File: config.mk
export PLATFORM = sky130hd
export DESIGN_NAME = calc_entry_ctrl
export DESIGN_NICKNAME = d
export VERILOG_FILES = /design/src/rtl/calc_pkg.sv /design/src/rtl/calc_digit_counter.sv /design/src/rtl/calc_entry_ctrl.sv
export SDC_FILE = /design/constraint.sdc
export NUM_CORES = 1
export LEC_CHECK = 0
export ABC_AREA = 1
export CORE_MARGIN = 4
export CORE_UTILIZATION = 30
export DETAILED_ROUTE_END_ITERATION = 7
export PLACE_DENSITY = 0.56
export SLEW_MARGIN = 5
export SYNTH_ARGS = -nofsm -noshare
export SYNTH_HDL_FRONTEND = slang
export SYNTH_SLANG_ARGS = --single-unit
File: constraint.sdc
create_clock -name clock -period 4.7 [get_ports clock]
set_clock_uncertainty 0.1 [all_clocks]
set_input_delay 1.41 -clock clock [delete_from_list [all_inputs] [get_ports clock]]
set_output_delay 1.41 -clock clock [all_outputs]
set_load 0.1 [all_outputs]
File: src/rtl/calc_pkg.sv
// Shared types and width helpers for the calculator key-entry controller.
package calc_pkg;

    typedef enum logic [1:0] {
        StEntry,
        StSettle,
        StEval,
        StResult
    } state_e;

    typedef enum logic [2:0] {
        KeyNone,
        KeyDig,
        KeyBksp,
        KeyOp,
        KeyEq,
        KeyClr
    } key_e;

    function automatic int unsigned idx_width(input int unsigned n);
        if (n <= 2) return 1;
        return $clog2(n);
    endfunction

    function automatic int unsigned cnt_width(input int unsigned m);
        return $clog2(m + 1);
    endfunction

    // Coincident key pulses collapse to the single highest-priority key.
    function automatic key_e key_select(input logic clr, input logic eq, input logic op,
                                        input logic bksp, input logic dig);
        if (clr)  return KeyClr;
        if (eq)   return KeyEq;
        if (op)   return KeyOp;
        if (bksp) return KeyBksp;
        if (dig)  return KeyDig;
        return KeyNone;
    endfunction

endpackage

File: src/rtl/calc_digit_counter.sv
// Per-operand digit counter: saturating up/down with synchronous clear and load-to-max.
module calc_digit_counter
    import calc_pkg::*;
#(
    parameter int unsigned MAX_DIGITS = 4,
    parameter int unsigned CNT_W      = cnt_width(MAX_DIGITS)
) (
    input  logic             clock,
    input  logic             reset,
    input  logic             inc,
    input  logic             dec,
    input  logic             clr,
    input  logic             set_max,
    output logic [CNT_W-1:0] cnt,
    output logic             full,
    output logic             empty
);

    logic [CNT_W-1:0] cnt_q, cnt_d;

    assign full  = (cnt_q == CNT_W'(MAX_DIGITS));
    assign empty = (cnt_q == '0);
    assign cnt   = cnt_q;

    // clr together with inc restarts the operand with a single digit.
    always_comb begin
        cnt_d = cnt_q;
        if (clr) begin
            cnt_d = inc ? CNT_W'(1) : '0;
        end else if (set_max) begin
            cnt_d = CNT_W'(MAX_DIGITS);
        end else if (inc && !full) begin
            cnt_d = cnt_q + CNT_W'(1);
        end else if (dec && !empty) begin
            cnt_d = cnt_q - CNT_W'(1);
        end
    end

    always_ff @(posedge clock or posedge reset) begin
        if (reset) begin
            cnt_q <= '0;
        end else begin
            cnt_q <= cnt_d;
        end
    end

endmodule

File: src/rtl/calc_entry_ctrl.sv
// Calculator key-entry controller: operand sequencing, digit counting and ALU eval handshake.
// Optional build macro CALC_AUTO_ADVANCE_EN: a digit into a full operand spills into the next one.
module calc_entry_ctrl
    import calc_pkg::*;
#(
    parameter int unsigned NUM_OPERANDS = 2,
    parameter int unsigned MAX_DIGITS   = 4,
    localparam int unsigned IDX_W       = idx_width(NUM_OPERANDS),
    localparam int unsigned CNT_W       = cnt_width(MAX_DIGITS)
) (
    input  logic                    clock,
    input  logic                    reset,
    input  logic                    dig_in,
    input  logic                    op_in,
    input  logic                    bksp_in,
    input  logic                    eq_in,
    input  logic                    clr_in,
    input  logic                    eval_ack,
    output logic [NUM_OPERANDS-1:0] load,
    output logic [NUM_OPERANDS-1:0] bksp,
    output logic                    clr_all,
    output logic [IDX_W-1:0]        sel,
    output logic [CNT_W-1:0]        digit_cnt,
    output logic                    eval_req,
    output logic                    result_valid,
    output logic                    overflow
);

    localparam logic [IDX_W-1:0] LastSel = IDX_W'(NUM_OPERANDS - 1);

    state_e           state_q, state_d;
    logic [IDX_W-1:0] sel_q, sel_d;
    logic             eval_req_q, eval_req_d;
    logic             result_valid_q, result_valid_d;
    logic             overflow_q, overflow_d;

    logic [NUM_OPERANDS-1:0] cnt_inc, cnt_dec, cnt_clr, cnt_set_max;
    logic [NUM_OPERANDS-1:0] full, empty;
    logic [CNT_W-1:0]        cnt_a [NUM_OPERANDS];
    key_e                    key;

    assign key = key_select(clr_in, eq_in, op_in, bksp_in, dig_in);

    for (genvar g = 0; g < NUM_OPERANDS; g++) begin : g_cnt
        calc_digit_counter #(
            .MAX_DIGITS(MAX_DIGITS),
            .CNT_W     (CNT_W)
        ) u_cnt (
            .clock  (clock),
            .reset  (reset),
            .inc    (cnt_inc[g]),
            .dec    (cnt_dec[g]),
            .clr    (cnt_clr[g]),
            .set_max(cnt_set_max[g]),
            .cnt    (cnt_a[g]),
            .full   (full[g]),
            .empty  (empty[g])
        );
    end

`ifdef CALC_AUTO_ADVANCE_EN
    logic [IDX_W-1:0] next_sel;
    assign next_sel = sel_q + IDX_W'(1);
`endif

    always_comb begin
        state_d        = state_q;
        sel_d          = sel_q;
        eval_req_d     = eval_req_q;
        result_valid_d = result_valid_q;
        overflow_d     = 1'b0;
        load           = '0;
        bksp           = '0;
        clr_all        = 1'b0;
        cnt_inc        = '0;
        cnt_dec        = '0;
        cnt_clr        = '0;
        cnt_set_max    = '0;

        unique case (state_q)
            StEntry: begin
                unique case (key)
                    KeyClr: begin
                        clr_all = 1'b1;
                        cnt_clr = '1;
                        sel_d   = '0;
                    end
                    KeyEq: begin
                        if (sel_q == LastSel && !empty[sel_q]) state_d = StEval;
                    end
                    KeyOp: begin
                        sel_d = (sel_q == LastSel) ? '0 : sel_q + IDX_W'(1);
                    end
                    KeyBksp: begin
                        if (!empty[sel_q]) begin
                            bksp[sel_q]    = 1'b1;
                            cnt_dec[sel_q] = 1'b1;
                            state_d        = StSettle;
                        end
                    end
                    KeyDig: begin
                        if (!full[sel_q]) begin
                            load[sel_q]    = 1'b1;
                            cnt_inc[sel_q] = 1'b1;
                            state_d        = StSettle;
                        end else begin
`ifdef CALC_AUTO_ADVANCE_EN
                            if (sel_q != LastSel) begin
                                sel_d             = next_sel;
                                load[next_sel]    = 1'b1;
                                cnt_inc[next_sel] = 1'b1;
                                state_d           = StSettle;
                            end else begin
                                overflow_d = 1'b1;
                            end
`else
                            overflow_d = 1'b1;
`endif
                        end
                    end
                    default: ;
                endcase
            end
            StSettle: begin
                state_d = StEntry;
            end
            StEval: begin
                // Request rises one cycle after entering EVAL; ack only counts once it is up.
                if (key == KeyClr) begin
                    eval_req_d = 1'b0;
                    clr_all    = 1'b1;
                    cnt_clr    = '1;
                    sel_d      = '0;
                    state_d    = StEntry;
                end else if (eval_req_q && eval_ack) begin
                    eval_req_d     = 1'b0;
                    result_valid_d = 1'b1;
                    state_d        = StResult;
                end else begin
                    eval_req_d = 1'b1;
                end
            end
            StResult: begin
                unique case (key)
                    KeyClr: begin
                        clr_all        = 1'b1;
                        cnt_clr        = '1;
                        sel_d          = '0;
                        result_valid_d = 1'b0;
                        state_d        = StEntry;
                    end
                    KeyOp: begin
                        // Result becomes a full operand 0; entry continues on operand 1.
                        cnt_clr        = '1;
                        cnt_clr[0]     = 1'b0;
                        cnt_set_max[0] = 1'b1;
                        sel_d          = IDX_W'(1);
                        result_valid_d = 1'b0;
                        state_d        = StEntry;
                    end
                    KeyDig: begin
                        clr_all        = 1'b1;
                        load[0]        = 1'b1;
                        cnt_clr        = '1;
                        cnt_inc[0]     = 1'b1;
                        sel_d          = '0;
                        result_valid_d = 1'b0;
                        state_d        = StSettle;
                    end
                    default: ;
                endcase
            end
            default: state_d = StEntry;
        endcase
    end

    always_ff @(posedge clock or posedge reset) begin
        if (reset) begin
            state_q        <= StEntry;
            sel_q          <= '0;
            eval_req_q     <= 1'b0;
            result_valid_q <= 1'b0;
            overflow_q     <= 1'b0;
        end else begin
            state_q        <= state_d;
            sel_q          <= sel_d;
            eval_req_q     <= eval_req_d;
            result_valid_q <= result_valid_d;
            overflow_q     <= overflow_d;
        end
    end

    assign sel          = sel_q;
    assign digit_cnt    = cnt_a[sel_q];
    assign eval_req     = eval_req_q;
    assign result_valid = result_valid_q;
    assign overflow     = overflow_q;

endmodule

**Word-level counts from Yosys, hierarchy flattened**

Index checks and enable logic that the tools add are counted.

- Flip-flop bits (word level): 12
- Input port bits: 8
- Output and inout port bits: 12
- Logic and storage cells: 145

- Add/sub/neg operators: 5
- Order comparisons: 3
- Equality and inequality tests: 22
- Mux-type cells: 81
- Bitwise logic cells: 1
- Reduce and logical (&&, ||, !) cells: 26

Operators with widths:

| cell | number |
|---|---|
| $mux W3 | 20 |
| $mux W1 | 38 |
| $mux W2 | 11 |
| $eq A3 B3 Y1 const B | 4 |
| $ne A3 B3 Y1 const B | 4 |
| $pmux W2 S2 | 3 |
| $pmux W1 S2 | 5 |
| $ne A3 B2 Y1 const B | 3 |
| $ne A2 B2 Y1 const B | 4 |
| $pmux W2 S4 | 1 |
| $reduce_and A4 Y1 | 2 |
| $logic_and A1 B1 Y1 | 7 |
| $add A3 B1 Y3 const B | 2 |
| $eq A3 B2 Y1 const B | 2 |
| $logic_not A3 Y1 | 2 |
| $pmux W2 S3 | 1 |
| $reduce_and A6 Y1 | 1 |
| $reduce_bool A3 Y1 | 2 |
| $reduce_or A2 Y1 | 3 |
| $sub A3 B1 Y3 const B | 2 |
| $logic_not A1 Y1 | 5 |
| $eq A2 B2 Y1 const B | 2 |
| $ne A4 B1 Y1 const B | 1 |
| $reduce_bool A4 Y1 | 1 |
| other kinds (12) | 12 |

**Depth between registers and ports, before layout**

Gate-level depths: netlist of the first run.

- Word-level depth: 24
- Gate-level depth with buffers: 15

**Cells and area by module**

Synthesis of the first run repeated with hierarchy kept, for this count alone.

- Cells, all modules: 202
- Area total of the unflattened synthesis: 1260.0 um2

Modules (own cells, without submodules):

| module | times used | cells an instance | area each (um2) |
|---|---|---|---|
| calc_entry_ctrl | 1 | 120 | 706.9 |
| calc_digit_counter | 2 | 41 | 276.5 |

**Worst setup path after synthesis of the first run**

Ideal clock, no wire load.

- Path kind: register to output
- Start point: register sel_q (netlist: sel)
- End point: output digit_cnt[0]
- Data arrival time: 3.209 ns
- Path slack: -0.019 ns
- Cell stages (with the launch flop): 3
- Path buffers: 1
- Path through: dfrtp_1 -> buf_4 -> o21ai_0

- Cells in the longest elaborated chain, start to end: 4

RTL lines:

| item | line | RTL |
|---|---|---|
| start: declaration | calc_entry_ctrl.sv:32 | `logic [IDX_W-1:0] sel_q, sel_d;` |
| start signal: assignment | calc_entry_ctrl.sv:186 | `sel_q <= sel_d;` |
| $not A1 Y2 (implied by the code) | calc_entry_ctrl.sv:194 | `assign digit_cnt = cnt_a[sel_q];` |
| $mux W3 (implied by the code) (3 in a row) | calc_entry_ctrl.sv:194 |  |
| end: declaration | calc_entry_ctrl.sv:23 | `output logic [CNT_W-1:0] digit_cnt,` |

Every way passes these cells. The select of a mux whose other input is x is not followed.

**Worst setup path in the final report of the first run**

- Start point: input clr_in
- End point: output bksp[1]

- Cells in the longest elaborated chain, start to end: 5

RTL lines:

| item | line | RTL |
|---|---|---|
| start: declaration | calc_entry_ctrl.sv:17 | `input logic clr_in,` |
| $mux W1 | calc_pkg.sv:32 | `if (clr) return KeyClr;` |
| $mux W3 | calc_pkg.sv:33 | `if (eq) return KeyEq;` |
| $eq A3 B2 Y1 | calc_entry_ctrl.sv:82 | `unique case (key)` |
| $mux W2 | calc_entry_ctrl.sv:82 |  |
| $mux W2 | calc_entry_ctrl.sv:80 | `unique case (state_q)` |
| end: declaration | calc_entry_ctrl.sv:20 | `output logic [NUM_OPERANDS-1:0] bksp,` |

Every way passes these cells.

==> report_table.html, run 1 <==
<table>
<tr><th>Metric</th><th>Value</th></tr>
<tr><th colspan="2">Status</th></tr>
<tr><td>Status</td><td>finished clean</td></tr>
<tr><th colspan="2">Detailed routing</th></tr>
<tr><td>Vias per Instance</td><td>4.64</td></tr>
<tr><td>Residual DRC</td><td>0</td></tr>
<tr><td>ANT nets after route</td><td>0</td></tr>
<tr><td>WL per Instance</td><td>roughly 11 um</td></tr>
<tr><td>Routed vias</td><td>1,020</td></tr>
<tr><td>First DRT Iteration DRCs</td><td>26</td></tr>
<tr><td>Aggregate routed wire length</td><td>2520 um</td></tr>
<tr><td>Detailed Routing Iterations Pass 1</td><td>4</td></tr>
<tr><th colspan="2">Critical path</th></tr>
<tr><td>Crit-path max FO</td><td>5</td></tr>
<tr><td>Data required time of the worst path</td><td>3190 ps</td></tr>
<tr><td>Critical Path Start Type</td><td>primary input</td></tr>
<tr><td>Critical path class</td><td>primary input to primary output</td></tr>
<tr><td>Arr. time, crit path</td><td>approximately 3000 ps</td></tr>
<tr><td>Critical path endpoint category</td><td>primary output</td></tr>
<tr><th colspan="2">Synthesis</th></tr>
<tr><td>Post-synthesis sequential element count</td><td>12</td></tr>
<tr><td>Average instance area after synthesis</td><td>about 7 um2</td></tr>
<tr><td>Netlist cell types</td><td>30</td></tr>
<tr><td>Cell with the most instances after synthesis</td><td>nand2_1</td></tr>
<tr><td>Post-synth top cells</td><td>31 x nand2_1, 26 x inv_1, 14 x nand3_1</td></tr>
<tr><td>Prevailing post-synth register cell</td><td>dfrtp_1</td></tr>
<tr><td>Yosys warnings</td><td>0</td></tr>
<tr><td>Proportion of synthesized chip area in sequential cells</td><td>26.8%</td></tr>
<tr><td>Proportion of netlist area held by the largest area contributor</td><td>26.8%</td></tr>
<tr><td>EDFF count, synth</td><td>0</td></tr>
<tr><td>Top post-synthesis cells by area</td><td>dfrtp_1 27%, nand2_1 10%, inv_1 8.7%</td></tr>
<tr><td>Proportion of register bits with asynchronous set or reset after synthesis</td><td>100%</td></tr>
<tr><td>Mapped Nets</td><td>170</td></tr>
<tr><td>Gate Count Post-Synth</td><td>156</td></tr>
<tr><td>Post-Synthesis Cell Area</td><td>~1100 um2</td></tr>
<tr><td>Library cell with the largest summed area after synthesis</td><td>dfrtp_1</td></tr>
<tr><th colspan="2">Clocking</th></tr>
<tr><td>Hold-fix buffer count after cts</td><td>0</td></tr>
<tr><td>Clock Path Buffers</td><td>2</td></tr>
<tr><td>Clock insertion delay at the later pin of the skew report</td><td>240 ps</td></tr>
<tr><td>Clock slew seen by the registers of the worst setup and hold paths</td><td>60 ps</td></tr>
<tr><td>Inserted Clock Buffers</td><td>3</td></tr>
<tr><td>Htree depth</td><td>1</td></tr>
<tr><td>Clock tree from TritonCTS</td><td>yes</td></tr>
<tr><td>Number of clock sinks</td><td>12</td></tr>
<tr><td>CTS-repair resized insts</td><td>0</td></tr>
<tr><td>Number of setup buffers added after CTS</td><td>0</td></tr>
<tr><td>Root buffer selected by CTS</td><td>clkbuf_8</td></tr>
<tr><th colspan="2">STA</th></tr>
<tr><td>Highest attainable clock frequency</td><td>0.223 GHz</td></tr>
<tr><td>Final Max Slew Viols</td><td>0</td></tr>
<tr><td>Relative slew slack</td><td>35.2%</td></tr>
<tr><td>WHS</td><td>402 ps</td></tr>
<tr><td>Unrepaired setup endpoints after global routing</td><td>no</td></tr>
<tr><td>Period utilisation layout</td><td>95.2%</td></tr>
<tr><td>Tightest Pin Transition</td><td>969 ps</td></tr>
<tr><td>Setup-failing EPs final</td><td>0</td></tr>
<tr><td>Number of failing hold endpoints at the final stage</td><td>0</td></tr>
<tr><td>Min Clock Period, post-route</td><td>4470 ps</td></tr>
<tr><td>Total negative slack for setup checks</td><td>0 ps</td></tr>
<tr><th colspan="2">Finish</th></tr>
<tr><td>Final-layout fill cell count</td><td>366</td></tr>
<tr><td>Fraction of final layout cells with drive strength greater than 1</td><td>20.7%</td></tr>
<tr><td>Multi-input gate area in the final layout</td><td>661 um2</td></tr>
<tr><td>Layout area overhead</td><td>28.0%</td></tr>
<tr><td>Number of diodes added for antenna fixing</td><td>0</td></tr>
<tr><td>Reg area</td><td>300 um2</td></tr>
<tr><td>Net count of the finished layout</td><td>189</td></tr>
<tr><th colspan="2">Run</th></tr>
<tr><td>Max capacitance violation total</td><td>0</td></tr>
<tr><th colspan="2">GRT</th></tr>
<tr><td>Number of global-route vias before repair</td><td>960</td></tr>
<tr><td>Congestion Overflow GR</td><td>0</td></tr>
<tr><td>Global-route wire length before repair</td><td>about 4400 um</td></tr>
<tr><td>Largest net degree at the start of global routing</td><td>14</td></tr>
<tr><td>Gr usage total</td><td>11.1%</td></tr>
<tr><td>Antenna violations before repair</td><td>0</td></tr>
<tr><th colspan="2">Power and ir drop</th></tr>
<tr><td>Maximum vdd drop</td><td>slightly above 0.0004 V</td></tr>
<tr><td>Standby leakage power</td><td>0.686 nW</td></tr>
<tr><td>Power per cell area</td><td>667 nW/um2</td></tr>
<tr><th colspan="2">Floorplanning</th></tr>
<tr><td>Row cnt</td><td>21</td></tr>
<tr><td>Die height</td><td>69.1 um</td></tr>
<tr><td>Die Footprint</td><td>around 4800 um2</td></tr>
<tr><td>Die width</td><td>69.1 um</td></tr>
<tr><td>Effective utilization at floorplan</td><td>between 30% and 40%</td></tr>
<tr><td>Number of ports placed on the die boundary</td><td>20</td></tr>
<tr><td>Area of the core</td><td>3470 um2</td></tr>
<tr><th colspan="2">Worst hold path</th></tr>
<tr><td>Hold/Removal Path Class</td><td>register to register</td></tr>
<tr><th colspan="2">Placement</th></tr>
<tr><td>Final Wtd Congestion</td><td>0.784</td></tr>
<tr><td>Detail Placement HPWL</td><td>approximately 2100 um</td></tr>
<tr><td>Total of buffers placed on input and output ports</td><td>19</td></tr>
</table>
==> kinds of logic (layout without fill, tap and decap cells) <==
logic type	after synthesis	in the layout	synth area share, %
AOI/OAI and AO/OA	25	25	13.3
buffers and inverters	37	55	14.1
adders and majority gates	6	6	8.05
and+or+nand+nor	74	74	36.1
DFF	12	12	26.8
xor gates and xnor gates	2	2	1.57
==> state kept, by name (all words and copies together), names as in the netlist <==
name	count
eval_req	1
g_cnt.u_cnt.cnt	6
overflow	1
result_valid	1
sel	1
state_q	2
==> stage by stage <==
step	util, %	cells	power (mW)	setup slack (ps)	cell area, um2
final	41.3	220	0.954	225	1430
after global placement	39.7	216	0.834	225	1380
after CTS	41.3	220	0.960	205	1430
after global routing	41.3	220	1.02	67.2	1430
after detailed placement	39.7	216	0.839	210	1380
after floorplan	-	156	0.693	-19.3	1120
==> cell type report <==
type / count / share of cell area (%)
Clock buffer: 4 / 3.85
Inverter: 32 / 8.39
Multi-Input combinational cell: 107 / 46.2
Sequential cell: 12 / 21.0
Tap cell: 46 / 4.02
Timing Repair Buffer: 19 / 16.6
==> per-layer routing <==
| layer | share of wire (%) | track usage, % |
|---|---|---|
| met1 | 47 | 15.4 |
| met2 | 47 | 16.8 |
| met3 | 4.9 | 4.07 |
| met4 | 0.52 | 1.30 |
| met5 | 0 | 0 |
==> worst paths after layout <==
| check | from | endpoint | cells past startpoint | slack [ps] |
|---|---|---|---|---|
| worst max-delay path | clr_in | bksp[1] | 9 | 230 |
| worst max register to register | state_q[0] | g_cnt[0].u_cnt.cnt[1] | 10 | 2360 |
| worst min register to register | g_cnt[0].u_cnt.cnt[1] | g_cnt[0].u_cnt.cnt[1] | 2 | 400 |
| worst min-delay path | g_cnt[0].u_cnt.cnt[1] | g_cnt[0].u_cnt.cnt[1] | 2 | 400 |
| min in group asynchronous | reset | g_cnt[0].u_cnt.cnt[0] | 2 | 1390 |
| max in group asynchronous | reset | g_cnt[0].u_cnt.cnt[2] | 2 | 2780 |
==> cells in the final DEF, fill, tap and decap left out, types with 2 or more instances in the layout <==
| master | synthesis | layout |
|---|---|---|
| nor2_2 | 4 | 4 |
| clkbuf_8 | 0 | 4 |
| dfrtp_1 | 12 | 12 |
| ha_1 | 4 | 4 |
| nand2_1 | 31 | 31 |
| o21ai_2 | 2 | 2 |
| clkdlybuf4s50_1 | 0 | 13 |
| nor2_1 | 11 | 11 |
| nand2_2 | 5 | 5 |
| nand2_4 | 2 | 2 |
| inv_1 | 26 | 26 |
| o21ai_0 | 9 | 9 |
| nand3_1 | 14 | 14 |
| o21ai_1 | 8 | 8 |
| buf_12 | 0 | 5 |
| fa_1 | 2 | 2 |
| inv_2 | 6 | 6 |
==> where the power goes <==
group | switching [mW] | internal (mW)
logic | 0.476 | 0.180
clock network | 0.0421 | 0.0742
registers | 0.0398 | 0.142
total | 0.558 | 0.396
==> critical path, cell delays in order <==
cell             delay (ps)
clkdlybuf4s50_1         490
inv_2                   150
nand2_1                  80
nor2_2                  130
inv_2                    80
nor2_4                  110
inv_2                    50
nor3_2                  250
buf_12                  220
Note: power is estimated with default switching activity, not from simulation.
==> run 2, diff against run 1 <==
CAP_MARGIN = 20   (was unset)
CORE_UTILIZATION = 43   (was 30)
PLACE_DENSITY = 0.73   (was 0.56)
==> report_table.html, run 2 (same netlist as run 1, synthesis figures left out) <==
<table>
<tr><th>Metric</th><th>Value</th></tr>
<tr><th colspan="2">Power and ir drop</th></tr>
<tr><td>Power, Total</td><td>0.927 mW (-2.8%)</td></tr>
<tr><td>Net Switching</td><td>0.556 mW (-0.28%)</td></tr>
<tr><td>Int Power</td><td>0.371 mW (-6.4%)</td></tr>
<tr><td>Clock group share of total power</td><td>9.5% (-2.7 points)</td></tr>
<tr><td>Relative contribution of sequential cells to total power</td><td>19.5% (+0.5 points)</td></tr>
<tr><td>Combinational fraction of design power</td><td>71.1% (+2.3 points)</td></tr>
<tr><td>Proportion of total power due to net switching</td><td>60.0% (+1.5 points)</td></tr>
<tr><td>Power per cell area</td><td>665 nW/um2 (-0.28%)</td></tr>
<tr><td>Standby leakage power</td><td>0.677 nW (-1.4%)</td></tr>
<tr><td>Maximum vdd drop</td><td>0.000535 V (+29%)</td></tr>
<tr><th colspan="2">Floorplanning</th></tr>
<tr><td>Area of the core</td><td>2480 um2 (-29%)</td></tr>
<tr><td>Die height</td><td>59.0 um (-15%)</td></tr>
<tr><td>Row cnt</td><td>18 (-14%)</td></tr>
<tr><td>Die width</td><td>59.0 um (-15%)</td></tr>
<tr><td>Number of ports placed on the die boundary</td><td>20 (unchanged)</td></tr>
<tr><td>Die Footprint</td><td>3480 um2 (-27%)</td></tr>
<tr><td>Effective utilization at floorplan</td><td>45.2% (+13 points)</td></tr>
<tr><th colspan="2">Critical path</th></tr>
<tr><td>Beginning of the critical path</td><td>clr_in</td></tr>
<tr><td>Length in cells of the worst reg-to-reg path</td><td>10 (unchanged)</td></tr>
<tr><td>Reg-to-reg startpoint</td><td>state_q[0]</td></tr>
<tr><td>Crit-path max FO</td><td>5 (unchanged)</td></tr>
<tr><td>Critical path class</td><td>primary input to primary output</td></tr>
<tr><td>Critical path endpoint category</td><td>primary output</td></tr>
<tr><td>Crit Reg-Reg Endpoint</td><td>g_cnt[0].u_cnt.cnt[1]</td></tr>
<tr><td>Data required time of the worst path</td><td>3190 ps (about the same)</td></tr>
<tr><td>Flop-to-flop setup slack</td><td>2330 ps (-30 ps)</td></tr>
<tr><td>Critical Path Start Type</td><td>primary input</td></tr>
<tr><td>Arr. time, crit path</td><td>2990 ps (+30 ps)</td></tr>
<tr><th colspan="2">Clocking</th></tr>
<tr><td>Clock Path Buffers</td><td>2 (unchanged)</td></tr>
<tr><td>Inserted Clock Buffers</td><td>3 (unchanged)</td></tr>
<tr><td>Clock insertion delay at the later pin of the skew report</td><td>290 ps (+50 ps)</td></tr>
<tr><td>Number of setup buffers added after CTS</td><td>0 (unchanged)</td></tr>
<tr><td>Clock slew seen by the registers of the worst setup and hold paths</td><td>80 ps (+20 ps)</td></tr>
<tr><td>Hold-fix buffer count after cts</td><td>0 (unchanged)</td></tr>
<tr><td>Root buffer selected by CTS</td><td>clkbuf_4</td></tr>
<tr><td>Htree depth</td><td>1 (unchanged)</td></tr>
<tr><td>CTS-repair resized insts</td><td>0 (unchanged)</td></tr>
<tr><td>Number of clock sinks</td><td>12 (unchanged)</td></tr>
<tr><td>Clock tree from TritonCTS</td><td>yes</td></tr>
<tr><th colspan="2">STA</th></tr>
<tr><td>WHS</td><td>401 ps (-1.94 ps)</td></tr>
<tr><td>Unrepaired setup endpoints after global routing</td><td>no</td></tr>
<tr><td>Number of failing hold endpoints at the final stage</td><td>0 (unchanged)</td></tr>
<tr><td>Min Clock Period, post-route</td><td>4500 ps (+20.8 ps)</td></tr>
<tr><td>Crit path setup slack, layout</td><td>205 ps (-20.8 ps)</td></tr>
<tr><td>Total negative slack for setup checks</td><td>0 ps (unchanged)</td></tr>
<tr><td>Final Max Slew Viols</td><td>0 (unchanged)</td></tr>
<tr><td>Tightest Pin Transition</td><td>970 ps (+0.828 ps)</td></tr>
<tr><td>Relative slew slack</td><td>35.1% (-0.055 points)</td></tr>
<tr><td>Setup-failing EPs final</td><td>0 (unchanged)</td></tr>
<tr><td>Highest attainable clock frequency</td><td>0.222 GHz (-0.46%)</td></tr>
<tr><td>Period utilisation layout</td><td>95.6% (+0.44 points)</td></tr>
<tr><th colspan="2">GRT</th></tr>
<tr><td>Congestion Overflow GR</td><td>0 (unchanged)</td></tr>
<tr><td>GR Layer Usage met2</td><td>27.4% (+11 points)</td></tr>
<tr><td>Layer with the highest usage</td><td>met2</td></tr>
<tr><td>Met3 Resource Use GR</td><td>2.40% (-1.7 points)</td></tr>
<tr><td>Number of global-route vias before repair</td><td>1,009 (+5.1%)</td></tr>
<tr><td>Gr usage total</td><td>16.6% (+5.5 points)</td></tr>
<tr><td>Antenna violations before repair</td><td>0 (unchanged)</td></tr>
<tr><td>Global-route wire length before repair</td><td>4390 um (-0.16%)</td></tr>
<tr><td>Largest net degree at the start of global routing</td><td>14 (unchanged)</td></tr>
<tr><td>Met1 track demand over resource</td><td>20.7% (+5.2 points)</td></tr>
<tr><th colspan="2">Detailed routing</th></tr>
<tr><td>Detailed Routing Iterations Pass 1</td><td>4 (unchanged)</td></tr>
<tr><td>WL per Instance</td><td>12.2 um (+7.0%)</td></tr>
<tr><td>Vias per Instance</td><td>5.17 (+11%)</td></tr>
<tr><td>Aggregate routed wire length</td><td>2500 um (-0.75%)</td></tr>
<tr><td>ANT nets after route</td><td>0 (unchanged)</td></tr>
<tr><td>Routed vias</td><td>1,054 (+3.3%)</td></tr>
<tr><td>First DRT Iteration DRCs</td><td>46 (+77%)</td></tr>
<tr><td>Residual DRC</td><td>0 (unchanged)</td></tr>
<tr><th colspan="2">Worst hold path</th></tr>
<tr><td>Cell depth of the worst hold path</td><td>2 (unchanged)</td></tr>
<tr><td>Hold/Removal Path Class</td><td>register to register</td></tr>
<tr><td>Hold Startpoint</td><td>g_cnt[0].u_cnt.cnt[1]</td></tr>
<tr><td>Hold worst-path end</td><td>g_cnt[0].u_cnt.cnt[1]</td></tr>
<tr><th colspan="2">Status</th></tr>
<tr><td>Status</td><td>finished clean</td></tr>
<tr><th colspan="2">Run</th></tr>
<tr><td>Max capacitance violation total</td><td>0 (unchanged)</td></tr>
<tr><th colspan="2">Placement</th></tr>
<tr><td>Placement-stage worst setup slack</td><td>215 ps (+4.60 ps)</td></tr>
<tr><td>Detail Placement HPWL</td><td>2060 um (-1.6%)</td></tr>
<tr><td>Total of buffers placed on input and output ports</td><td>19 (unchanged)</td></tr>
<tr><td>Final Wtd Congestion</td><td>0.833 (+6.2%)</td></tr>
<tr><th colspan="2">Finish</th></tr>
<tr><td>Flip-flop count of the largest register after layout</td><td>6 (unchanged)</td></tr>
<tr><td>Fraction of final layout cells with drive strength greater than 1</td><td>20.1% (-0.57 points)</td></tr>
<tr><td>Number of diodes added for antenna fixing</td><td>0 (unchanged)</td></tr>
<tr><td>Layout area overhead</td><td>24.7%</td></tr>
<tr><td>Final core area utilization</td><td>56.3% (+15 points)</td></tr>
<tr><td>Net count of the finished layout</td><td>189 (unchanged)</td></tr>
<tr><td>Most common cell after layout, fill and taps aside</td><td>nand2_1</td></tr>
<tr><td>Most frequent cells in the layout</td><td>31 x nand2_1, 26 x inv_1, 14 x nand3_1, 14 x clkdlybuf4s50_1, 12 x dfrtp_1</td></tr>
</table>
-- run 2: cell count changes in the layout (fill, tap and decap cells not counted), sizes merged --
cell / change
clkdlybuf4s50: +1
buf: -1
-- run 2: worst max path at each step --
stage,slack [ps],cells past startpoint,end
4_1_cts,210,9,bksp[1]
3_3_place_gp,230,9,bksp[1]
2_1_floorplan,-20,2,digit_cnt[0]
3_5_place_dp,210,9,bksp[1]
6_report,200,9,bksp[1]
5_1_grt,90,9,bksp[1]
-- run 2: area by class of cell --
| type | count | area, um2 |
|---|---|---|
| clock buffers | 4 | 36.3 |
| fillers | 232 | 1080 |
| inverters | 32 | 120 |
| multi-input cells | 107 | 661 |
| flip-flops and latches | 12 | 300 |
| well taps | 30 | 37.5 |
| repair buffers | 19 | 240 |
-- run 2: power by group through the flow --
| stage | Clock, mW | Combinational (mW) | Sequential [mW] |
|---|---|---|---|
| 2_1_floorplan | 0 | 0.433 | 0.259 |
| 3_3_place_gp | 0 | 0.644 | 0.180 |
| 6_report | 0.0877 | 0.659 | 0.181 |
| 4_1_cts | 0.0909 | 0.662 | 0.180 |
| 5_1_grt | 0.0947 | 0.720 | 0.187 |
| 3_5_place_dp | 0 | 0.658 | 0.182 |
-- run 2: per-stage QoR --
stage | area, um2 | instances
2_1_floorplan | 1120 | 156
3_3_place_gp | 1360 | 200
3_5_place_dp | 1360 | 200
4_1_cts | 1400 | 204
5_1_grt | 1400 | 204
6_report | 1400 | 204
-- run 2: critical path, cell delays in order --
cell and delay [ps]:
clkdlybuf4s50_1 490, inv_2 150, nand2_1 80, nor2_2 130, inv_2 70, nor2_4 110, inv_2 50, nor3_2 270
buf_12 220
-- run 2: layer usage --
metal / share of wire [%] / vias up
met1: 44 / 481
met4: 3.1 / 0
li1: - / 528
met2: 48 / 36
met5: 0 / -
met3: 4.9 / 9
